`src/rtl/scan_chain_ctrl.sv`:
```
// scan_chain_ctrl: sequences a two-phase (phi/phi_bar) scan chain with capture/update strobes.
// Optional sticky phase-overlap detector: define SCAN_CHAIN_CTRL_OVERLAP_CHK_EN.
module scan_chain_ctrl #(
  parameter int DATA_W = 32,
  parameter int PHI_W  = 2,
  parameter int GAP_W  = 1,
  parameter int UPD_W  = 2
) (
  input  logic                        clk,
  input  logic                        rst_n,
  input  logic                        cmd_valid,
  output logic                        cmd_ready,
  input  logic [1:0]                  cmd_op,
  input  logic [$clog2(DATA_W+1)-1:0] cmd_len,
  input  logic [DATA_W-1:0]           cmd_data,
  output logic                        rsp_valid,
  output logic [DATA_W-1:0]           rsp_data,
  output logic                        busy,
  output logic                        chain_si,
  input  logic                        chain_so,
  output logic                        phi,
  output logic                        phi_bar,
  output logic                        capture,
  output logic                        update,
  output logic                        err_overlap
);

  localparam int LEN_W   = $clog2(DATA_W+1);
  localparam int CNT_MAX = (PHI_W > GAP_W) ? ((PHI_W > UPD_W) ? PHI_W : UPD_W)
                                           : ((GAP_W > UPD_W) ? GAP_W : UPD_W);
  localparam int CNT_W   = (CNT_MAX > 1) ? $clog2(CNT_MAX) : 1;

  localparam logic [1:0]       OP_SHIFT   = 2'b00;
  localparam logic [1:0]       OP_CAPTURE = 2'b01;
  localparam logic [1:0]       OP_UPDATE  = 2'b10;
  localparam logic [CNT_W-1:0] PHI_LD     = CNT_W'(PHI_W - 1);
  localparam logic [CNT_W-1:0] GAP_LD     = CNT_W'(GAP_W - 1);
  localparam logic [CNT_W-1:0] UPD_LD     = CNT_W'(UPD_W - 1);
  localparam logic [CNT_W-1:0] CNT_ZERO   = {CNT_W{1'b0}};
  localparam logic [LEN_W-1:0] LEN_ZERO   = {LEN_W{1'b0}};
  localparam logic [LEN_W-1:0] LEN_MAX    = LEN_W'(DATA_W);

  typedef enum logic [3:0] {
    S_IDLE     = 4'd0,
    S_SETUP    = 4'd1,
    S_PHI      = 4'd2,
    S_GAP1     = 4'd3,
    S_PHIB     = 4'd4,
    S_GAP2     = 4'd5,
    S_CAP_SET  = 4'd6,
    S_CAP_PHIB = 4'd7,
    S_CAP_HOLD = 4'd8,
    S_UPD      = 4'd9,
    S_DONE     = 4'd10
  } state_t;

  state_t            state_r, state_s;
  logic [CNT_W-1:0]  cnt_r, cnt_s;
  logic [LEN_W-1:0]  bit_r, bit_s;
  logic [LEN_W-1:0]  len_r, len_clamp_s;
  logic [1:0]        op_r;
  logic [DATA_W-1:0] data_r, data_src_s, data_shift_s;
  logic [DATA_W-1:0] shift_in_r;
  logic              accept_s, in_shift_s;

  logic              phi_r, phi_bar_r, capture_r, update_r, chain_si_r;
  logic              rsp_valid_r, cmd_ready_r, busy_r;
  logic [DATA_W-1:0] rsp_data_r;

  // Next-state, phase counter and bit index selection.
  always_comb begin
    state_s     = state_r;
    cnt_s       = cnt_r;
    bit_s       = bit_r;
    accept_s    = 1'b0;
    len_clamp_s = (cmd_len > LEN_MAX) ? LEN_MAX : cmd_len;
    case (state_r)
      S_IDLE: begin
        if (cmd_valid) begin
          accept_s = 1'b1;
          bit_s    = LEN_ZERO;
          case (cmd_op)
            OP_SHIFT: begin
              if (len_clamp_s != LEN_ZERO) begin
                state_s = S_SETUP;
              end else begin
                state_s = S_DONE;
              end
            end
            OP_CAPTURE: state_s = S_CAP_SET;
            OP_UPDATE: begin
              state_s = S_UPD;
              cnt_s   = UPD_LD;
            end
            default: state_s = S_DONE;
          endcase
        end else begin
          state_s = S_IDLE;
        end
      end
      S_SETUP: begin
        state_s = S_PHI;
        cnt_s   = PHI_LD;
      end
      S_PHI: begin
        if (cnt_r == CNT_ZERO) begin
          state_s = S_GAP1;
          cnt_s   = GAP_LD;
        end else begin
          cnt_s = cnt_r - CNT_W'(1);
        end
      end
      S_GAP1: begin
        if (cnt_r == CNT_ZERO) begin
          state_s = S_PHIB;
          cnt_s   = PHI_LD;
        end else begin
          cnt_s = cnt_r - CNT_W'(1);
        end
      end
      S_PHIB: begin
        if (cnt_r == CNT_ZERO) begin
          state_s = S_GAP2;
          cnt_s   = GAP_LD;
        end else begin
          cnt_s = cnt_r - CNT_W'(1);
        end
      end
      S_GAP2: begin
        if (cnt_r != CNT_ZERO) begin
          cnt_s = cnt_r - CNT_W'(1);
        end else if (bit_r == len_r - LEN_W'(1)) begin
          state_s = S_DONE;
        end else begin
          state_s = S_SETUP;
          bit_s   = bit_r + LEN_W'(1);
        end
      end
      S_CAP_SET: begin
        state_s = S_CAP_PHIB;
        cnt_s   = PHI_LD;
      end
      S_CAP_PHIB: begin
        if (cnt_r == CNT_ZERO) begin
          state_s = S_CAP_HOLD;
        end else begin
          cnt_s = cnt_r - CNT_W'(1);
        end
      end
      S_CAP_HOLD: state_s = S_DONE;
      S_UPD: begin
        if (cnt_r == CNT_ZERO) begin
          state_s = S_DONE;
        end else begin
          cnt_s = cnt_r - CNT_W'(1);
        end
      end
      S_DONE:  state_s = S_IDLE;
      default: state_s = S_IDLE;
    endcase
  end

  // chain_si comes from the incoming word on the accept cycle, later from the latched copy.
  always_comb begin
    data_src_s   = accept_s ? cmd_data : data_r;
    data_shift_s = data_src_s >> bit_s;
    in_shift_s   = (state_s == S_SETUP) || (state_s == S_PHI) || (state_s == S_GAP1) ||
                   (state_s == S_PHIB)  || (state_s == S_GAP2);
  end

  // FSM state, counters and latched command.
  always_ff @(posedge clk or negedge rst_n) begin
    if (!rst_n) begin
      state_r <= S_IDLE;
      cnt_r   <= CNT_ZERO;
      bit_r   <= LEN_ZERO;
      len_r   <= LEN_ZERO;
      op_r    <= 2'b11;
      data_r  <= {DATA_W{1'b0}};
    end else begin
      state_r <= state_s;
      cnt_r   <= cnt_s;
      bit_r   <= bit_s;
      if (accept_s) begin
        len_r  <= len_clamp_s;
        op_r   <= cmd_op;
        data_r <= cmd_data;
      end
    end
  end

  // Chain tail sampling and response word, published only when a command completes.
  always_ff @(posedge clk or negedge rst_n) begin
    if (!rst_n) begin
      shift_in_r <= {DATA_W{1'b0}};
      rsp_data_r <= {DATA_W{1'b0}};
    end else begin
      if (accept_s) begin
        shift_in_r <= {DATA_W{1'b0}};
      end else if (state_r == S_SETUP) begin
        shift_in_r <= shift_in_r | ({{(DATA_W-1){1'b0}}, chain_so} << bit_r);
      end
      if (state_r == S_DONE) begin
        rsp_data_r <= (op_r == OP_SHIFT) ? shift_in_r : {DATA_W{1'b0}};
      end
    end
  end

  // Registered strobes and handshake outputs, decoded from the next state.
  always_ff @(posedge clk or negedge rst_n) begin
    if (!rst_n) begin
      phi_r       <= 1'b0;
      phi_bar_r   <= 1'b0;
      capture_r   <= 1'b0;
      update_r    <= 1'b0;
      chain_si_r  <= 1'b0;
      rsp_valid_r <= 1'b0;
      cmd_ready_r <= 1'b1;
      busy_r      <= 1'b0;
    end else begin
      phi_r       <= (state_s == S_PHI);
      phi_bar_r   <= (state_s == S_PHIB) || (state_s == S_CAP_PHIB);
      capture_r   <= (state_s == S_CAP_SET) || (state_s == S_CAP_PHIB) || (state_s == S_CAP_HOLD);
      update_r    <= (state_s == S_UPD);
      chain_si_r  <= in_shift_s & data_shift_s[0];
      rsp_valid_r <= (state_r == S_DONE);
      cmd_ready_r <= (state_s == S_IDLE);
      busy_r      <= (state_s != S_IDLE);
    end
  end

`ifdef SCAN_CHAIN_CTRL_OVERLAP_CHK_EN
  logic err_overlap_r;

  // Sticky flag for forbidden phase combinations seen on the registered strobes.
  always_ff @(posedge clk or negedge rst_n) begin
    if (!rst_n) begin
      err_overlap_r <= 1'b0;
    end else begin
      err_overlap_r <= err_overlap_r | (phi_r & phi_bar_r) | (phi_r & update_r);
    end
  end

  assign err_overlap = err_overlap_r;
`else
  assign err_overlap = 1'b0;
`endif

  assign phi       = phi_r;
  assign phi_bar   = phi_bar_r;
  assign capture   = capture_r;
  assign update    = update_r;
  assign chain_si  = chain_si_r;
  assign rsp_valid = rsp_valid_r;
  assign rsp_data  = rsp_data_r;
  assign cmd_ready = cmd_ready_r;
  assign busy      = busy_r;

endmodule

```
`config.mk`:
```
export PLATFORM = sky130hd
export DESIGN_NAME = scan_chain_ctrl
export DESIGN_NICKNAME = d
export VERILOG_FILES = /design/src/rtl/scan_chain_ctrl.sv
export SDC_FILE = /design/constraint.sdc
export NUM_CORES = 1
export LEC_CHECK = 0
export CAP_MARGIN = 10
export CORE_MARGIN = 10
export CORE_UTILIZATION = 49
export CTS_BUF_LIST = sky130_fd_sc_hd__clkbuf_8 sky130_fd_sc_hd__clkbuf_16
export DETAILED_ROUTE_END_ITERATION = 10
export PLACE_DENSITY = 0.82
export SYNTH_ARGS = -nofsm -noshare
export SYNTH_HDL_FRONTEND = slang
export SYNTH_SLANG_ARGS = --single-unit
export TNS_END_PERCENT = 5
```
`constraint.sdc`:
```
create_clock -name clk -period 2.7 [get_ports clk]
set_input_delay 0.27 -clock clk [delete_from_list [all_inputs] [get_ports clk]]
set_output_delay 0.27 -clock clk [all_outputs]
set_load 0.01 [all_outputs]
```
; Word-level counts from Yosys, hierarchy flattened
; Cells that the tools add are included.
[word_totals]
regBits = 123
input_bits = 44
[classes]
add_sub_neg = 3
magnitude_cmp = 1
eq_ne = 24
shifts = 2
mux = 27
bitwise_logic = 2
reduce_logical = 18
[ops]
columns = cell, count
row1 = $mux 32, 4
row2 = $pmux 4 s10, 1
row3 = $mux 4, 9
row4 = $eq 4x3->1 const B, 8
row5 = $or 32x32->32, 1
row6 = $shl 1x6->32, 1
row7 = $shr 32x6->1, 1
row8 = $mux 6, 4
row9 = $eq 4x4->1 const B, 5
row10 = $eq 4x2->1 const B, 4
row11 = $pmux 4 s3, 1
row12 = $pmux 6 s2, 1
row13 = $eq 4x1->1 const B, 2
row14 = $logic_not 4->1, 2
row15 = $reduce_bool 4->1, 2
row16 = $logic_or 1x1->1, 7
row17 = $add 6x1->6 const B, 1
row18 = $eq 6x6->1, 1
row19 = $gt 6x6->1 const B, 1
row20 = $mux 1, 6
row21 = $reduce_bool 6->1, 1
row22 = $sub 6x1->6 const B, 1
row23 = $reduce_or 5->1, 1
row24 = $logic_not 2->1, 2
row25 = other kinds (10), 10

; Depth between registers and ports, before layout
[logic_depth]
ltp_word = 13
ltp_mapped = 14
depth_no_buf = 12

; Worst setup path before layout
; No wires, ideal clock.
[synth_timing]
kind = register to register
startpoint = register len_r[0]
endpoint = register chain_si_r, in the netlist chain_si
setup_ns = 0.095
arrival_time_ns = 2.546
slack_ns = 0.059
path_stages_with_launch = 13
path_buffers = 0
path_cell_list = dfrtp_1 -> inv_1 -> ha_1 -> nand2b_1 -> o21ai_0 -> nand4_2 -> o31ai_4 -> mux2i_4 -> inv_4 -> a31oi_1 -> a221o_1 -> a21oi_1 -> o31ai_1
[synth_lines]
columns = item, line_no
row1 = start: declaration, 60  ; logic [LEN_W-1:0] len_r, len_clamp_s;
row2 = start signal: assignment, 185  ; len_r <= len_clamp_s;
row3 = $sub 6x1->6, 132  ; end else if (bit_r == len_r - LEN_W'(1)) begin
row4 = $eq 6x6->1, 132
row5 = $mux 6, 132
row6 = $mux 6, 130  ; if (cnt_r != CNT_ZERO) begin
row7 = $pmux 6 s2, 77  ; case (state_r)
row8 = named net bit_s[1], 59  ; logic [LEN_W-1:0] bit_r, bit_s;
row9 = $shr 32x6->1, 166  ; data_shift_s = data_src_s >> bit_s;
row10 = $and 1x1->1, 225  ; chain_si_r <= in_shift_s & data_shift_s[0];
row11 = end signal: assignment, 225
row12 = end: declaration, 66  ; logic phi_r, phi_bar_r, capture_r, update_r, chain_si_r;
; The timed path passes the listed nets, and every way through them passes these cells.
; A chain may end at the register's enable or synchronous reset.

; Final worst setup path
[layout_timing]
startpoint = register cnt_r
endpoint = register chain_si_r, in the netlist chain_si
[layout_lines]
columns = item, line_no
row1 = start: declaration, 58  ; logic [CNT_W-1:0] cnt_r, cnt_s;
row2 = start signal: assignment, 182  ; cnt_r <= cnt_s;
row3 = $mux 6, 130
row4 = $pmux 6 s2, 77
row5 = named net bit_s[3], 59
row6 = $shr 32x6->1, 166
row7 = $and 1x1->1, 225
; The timed path passes the listed nets, and every way through them passes these cells.

==> results.md <==
- Status: completed
- Router iterations before antenna repair: 6
- Maximum VDD drop: 0.7322 mV
- Syn Inst Count: 625
- Reg-to-Reg Start: cnt_r
- GPL Wtd Cong: around 0.86
- Initial Util: 49.98%
- GRT Overall Usage: 17.80%
- Tightest Pin Transition: 706.7 ps
- Vias per cell: 5.542
- GR Overflow Total: 0
- Final Cycle Share: 97.15%
- Most common cell in the netlist: nand2_1
- Antenna diodes: 0
- Nets: approximately 780
- Ranking of synthesized cells by area: dfrtp_1 (53%), nand2_1 (12%), o21ai_0 (4.0%)
- Clock Root Buffer: clkbuf_16
- Main synth FF type: dfrtp_1
- Final core occ: about two thirds
- Worst setup path start: cnt_r
- Initial antenna violation count: 0
- Total chip power: 7.435 mW
- Chip Height: 127.9 µm
- Design area: 7507 µm²
- Syn nets: 671
- Max Cap Viol: 0
- Pwr Density: 990.3 nW/µm²
- Die width: 127.9 µm
- Synth Warn #: 0
- Placed Area: a little under 7000 µm²
- Initial DRC count: 436
- Worst rel slew slack: between 50 and 60%
- Biggest area consumer among synthesized cells: dfrtp_1
- Crit-path cells: nand2b_4 > or3_1 > or3_1 > a31oi_2 > mux2_2 > inv_1 > nor2_1 > o211ai_1 > o41ai_2 > o31ai_1
- IO Pins: 85
- Leakage power: 3.427 nW
- Sequential element share of the synthesized area: 54.00%
- Fin. Hold Viols: 0
- Fraction of layout cells with a size suffix above 1: 15.14%
- Clk buf depth: 2
- Rows: 39
- Critical path's most frequent cell: or3_1
- Slew Viols, Final: 0
- Total Wirelength: approximately 14,000 µm
- Drt wl/cell: 16.28 µm
- Seq cells post-synth: 123
- Worst EP required: 3010 ps
- Worst-Skew Late Latency: 410 ps
- # setup viols final: 0
- WP data arrival: 2940 ps
- Die area: 16,360 µm²
- Post-detail-place hpwl: 10,090 µm
- CTS HTree Levels: 4
- First-pass GRT wire length: between 20,000 and 25,000 µm
- Hold Path Class: input pin to asynchronous set/reset pin
- Vias in the first global route: 4,911
- Area Overhead vs Synth: 31.55%
- Final hold slack: 389.6 ps
- Top-area cell type share of the netlist area: 52.62%
- Avg Cell Area, Syn: 9.131 µm²
- CTS tree: built
- Final worst path period need: 2623 ps
- IO Port Bufs: 83
- Slowest cell delay on critical path: 410 ps
- Cts bufs inserted: 17
- Slowest cell on crit path: mux2_2
- Post-Route Setup TNS: 0 ps
- Antenna viol nets, final: 0
- Reg2Reg Setup Slack: between 70 and 80 ps
- Fraction of registers with async set/reset: 100.0%
- CP Capture Type: flip-flop
- Via count: 4,894
- RSZ-0062 raised after global routing: yes
- Worst Skew: 6.577 ps
- Pin count of the biggest net entering global routing: 66
- Worst Setup Start Kind: flip-flop
- Commonest cells in the synthesized netlist: nand2_1 (186), dfrtp_1 (120), nor2_1 (60), o21ai_0 (46), a21oi_1 (34)
- Critical setup path kind: flip-flop to flip-flop
- Mapped cell area: 5707 µm²
- Library cells used by synthesis: between 60 and 70
- Drt drc: 0
- Clk slew on worst S/H paths: approximately 50 ps
- Clock sinks: 123
- Core outline area: 11,420 µm²
- Number of synthesized flops with an enable pin: 0
- Maximum operating frequency: 381.2 MHz
- CP Max Fanout: 4
routing by layer:
metal | up-vias | GRT usage, % | share of wire, %
met5 | - | 0 | 0
met4 | 0 | 5.430 | 1.9
met3 | 30 | 6.038 | 7.1
met2 | 161 | 29.40 | 50
met1 | 2395 | 21.50 | 41
li1 | 2308 | - | -
critical path, delay by kind of cell (launching register included):
family	cells	cell delay, ps
flops	1	370
mux	1	410
simple gates	4	1020
compound gates	4	590
buf+inv	1	140
final cells by class:
| cell class | count | area [µm²] |
|---|---|---|
| fillers | 920 | 3911 |
| flip-flops and latches | 123 | 3083 |
| multi-input cells | 451 | 2485 |
| repair buffers | 120 | 1141 |
| clock buffers | 19 | 452.9 |
| well taps | 143 | 178.9 |
| clock inverters | 11 | 98.84 |
| inverters | 16 | 67.56 |
final timing paths:
kind,to,depth (start not counted)
hold / removal,rsp_data[27],2
max in group asynchronous,cmd_ready,3
hold reg to reg,data_r[8],2
setup / recovery,chain_si,10
setup reg to reg,chain_si,10
min in group clk,data_r[4],3
logic make-up (layout without fill, tap and decap cells):
logic type                 count (synthesis)  in the layout  share of synthesized area, %
and+or+nand+nor                          301            301                         23.28
AOI/OAI and AO/OA                        128            128                         14.43
DFF                                      123            123                         54.00
buffers and inverters                     51            166                         4.078
muxes                                     11             11                         2.214
xor gates and xnor gates                   8              8                         1.491
adders and majority gates                  2              2                        0.4384
other                                      1              1                       0.06571
cells in the final DEF (no fill, tap or decap), types with 3 or more instances in the layout:
cell and count:
nor3_2 5, or3_1 4, clkdlybuf4s50_1 82, xor2_1 3, mux2i_1 7, nand3b_1 11
dfstp_2 3, nor3_1 3, o21ai_1 3, and3b_1 3, o211ai_1 6, buf_4 33
a31oi_1 9, inv_1 13, or2_2 3, clkbuf_16 17, nand2_1 185, nor2_1 59
dfrtp_1 119, mux2_2 3, clkinvlp_4 5, a21oi_1 34, nand2b_1 7, o221ai_1 3
nand3_1 3, o21ai_0 44
registers in the layout (all words and copies together) (netlist names):
name / count
phi: 1
capture: 1
chain_si: 1
shift_in_r: 32
phi_bar: 1
op_r: 2
data_r: 32
rsp_data: 32
len_r: 6
update: 1
rsp_valid: 1
bit_r: 6
cmd_ready: 1
cnt_r: 1
busy: 1
state_r: 4
through the flow:
step                      setup slack [ps]  cells
final                                76.85    883
after global routing                -48.99    883
after CTS                            2.556    878
after detailed placement            -183.0    846
after global placement               1.206    846
after floorplan                      59.04    625
what timing repair did:
item	in CTS	in global routing
pin swaps	1	9
gates resized for setup	8	16
hold buffers	1	0
hold endpoints to repair	38	0
setup endpoints to repair	3	3
buffers inserted	1	5
where the power goes:
| part | internal [mW] | total (mW) | leakage, nW | switching, mW |
|---|---|---|---|---|
| registers | 2.25 | 2.45 | 1.64 | 0.198 |
| clock network | 1.30 | 2.10 | 0.261 | 0.798 |
| logic | 1.20 | 2.89 | 1.53 | 1.70 |
(Power assumes the default switching activity.)
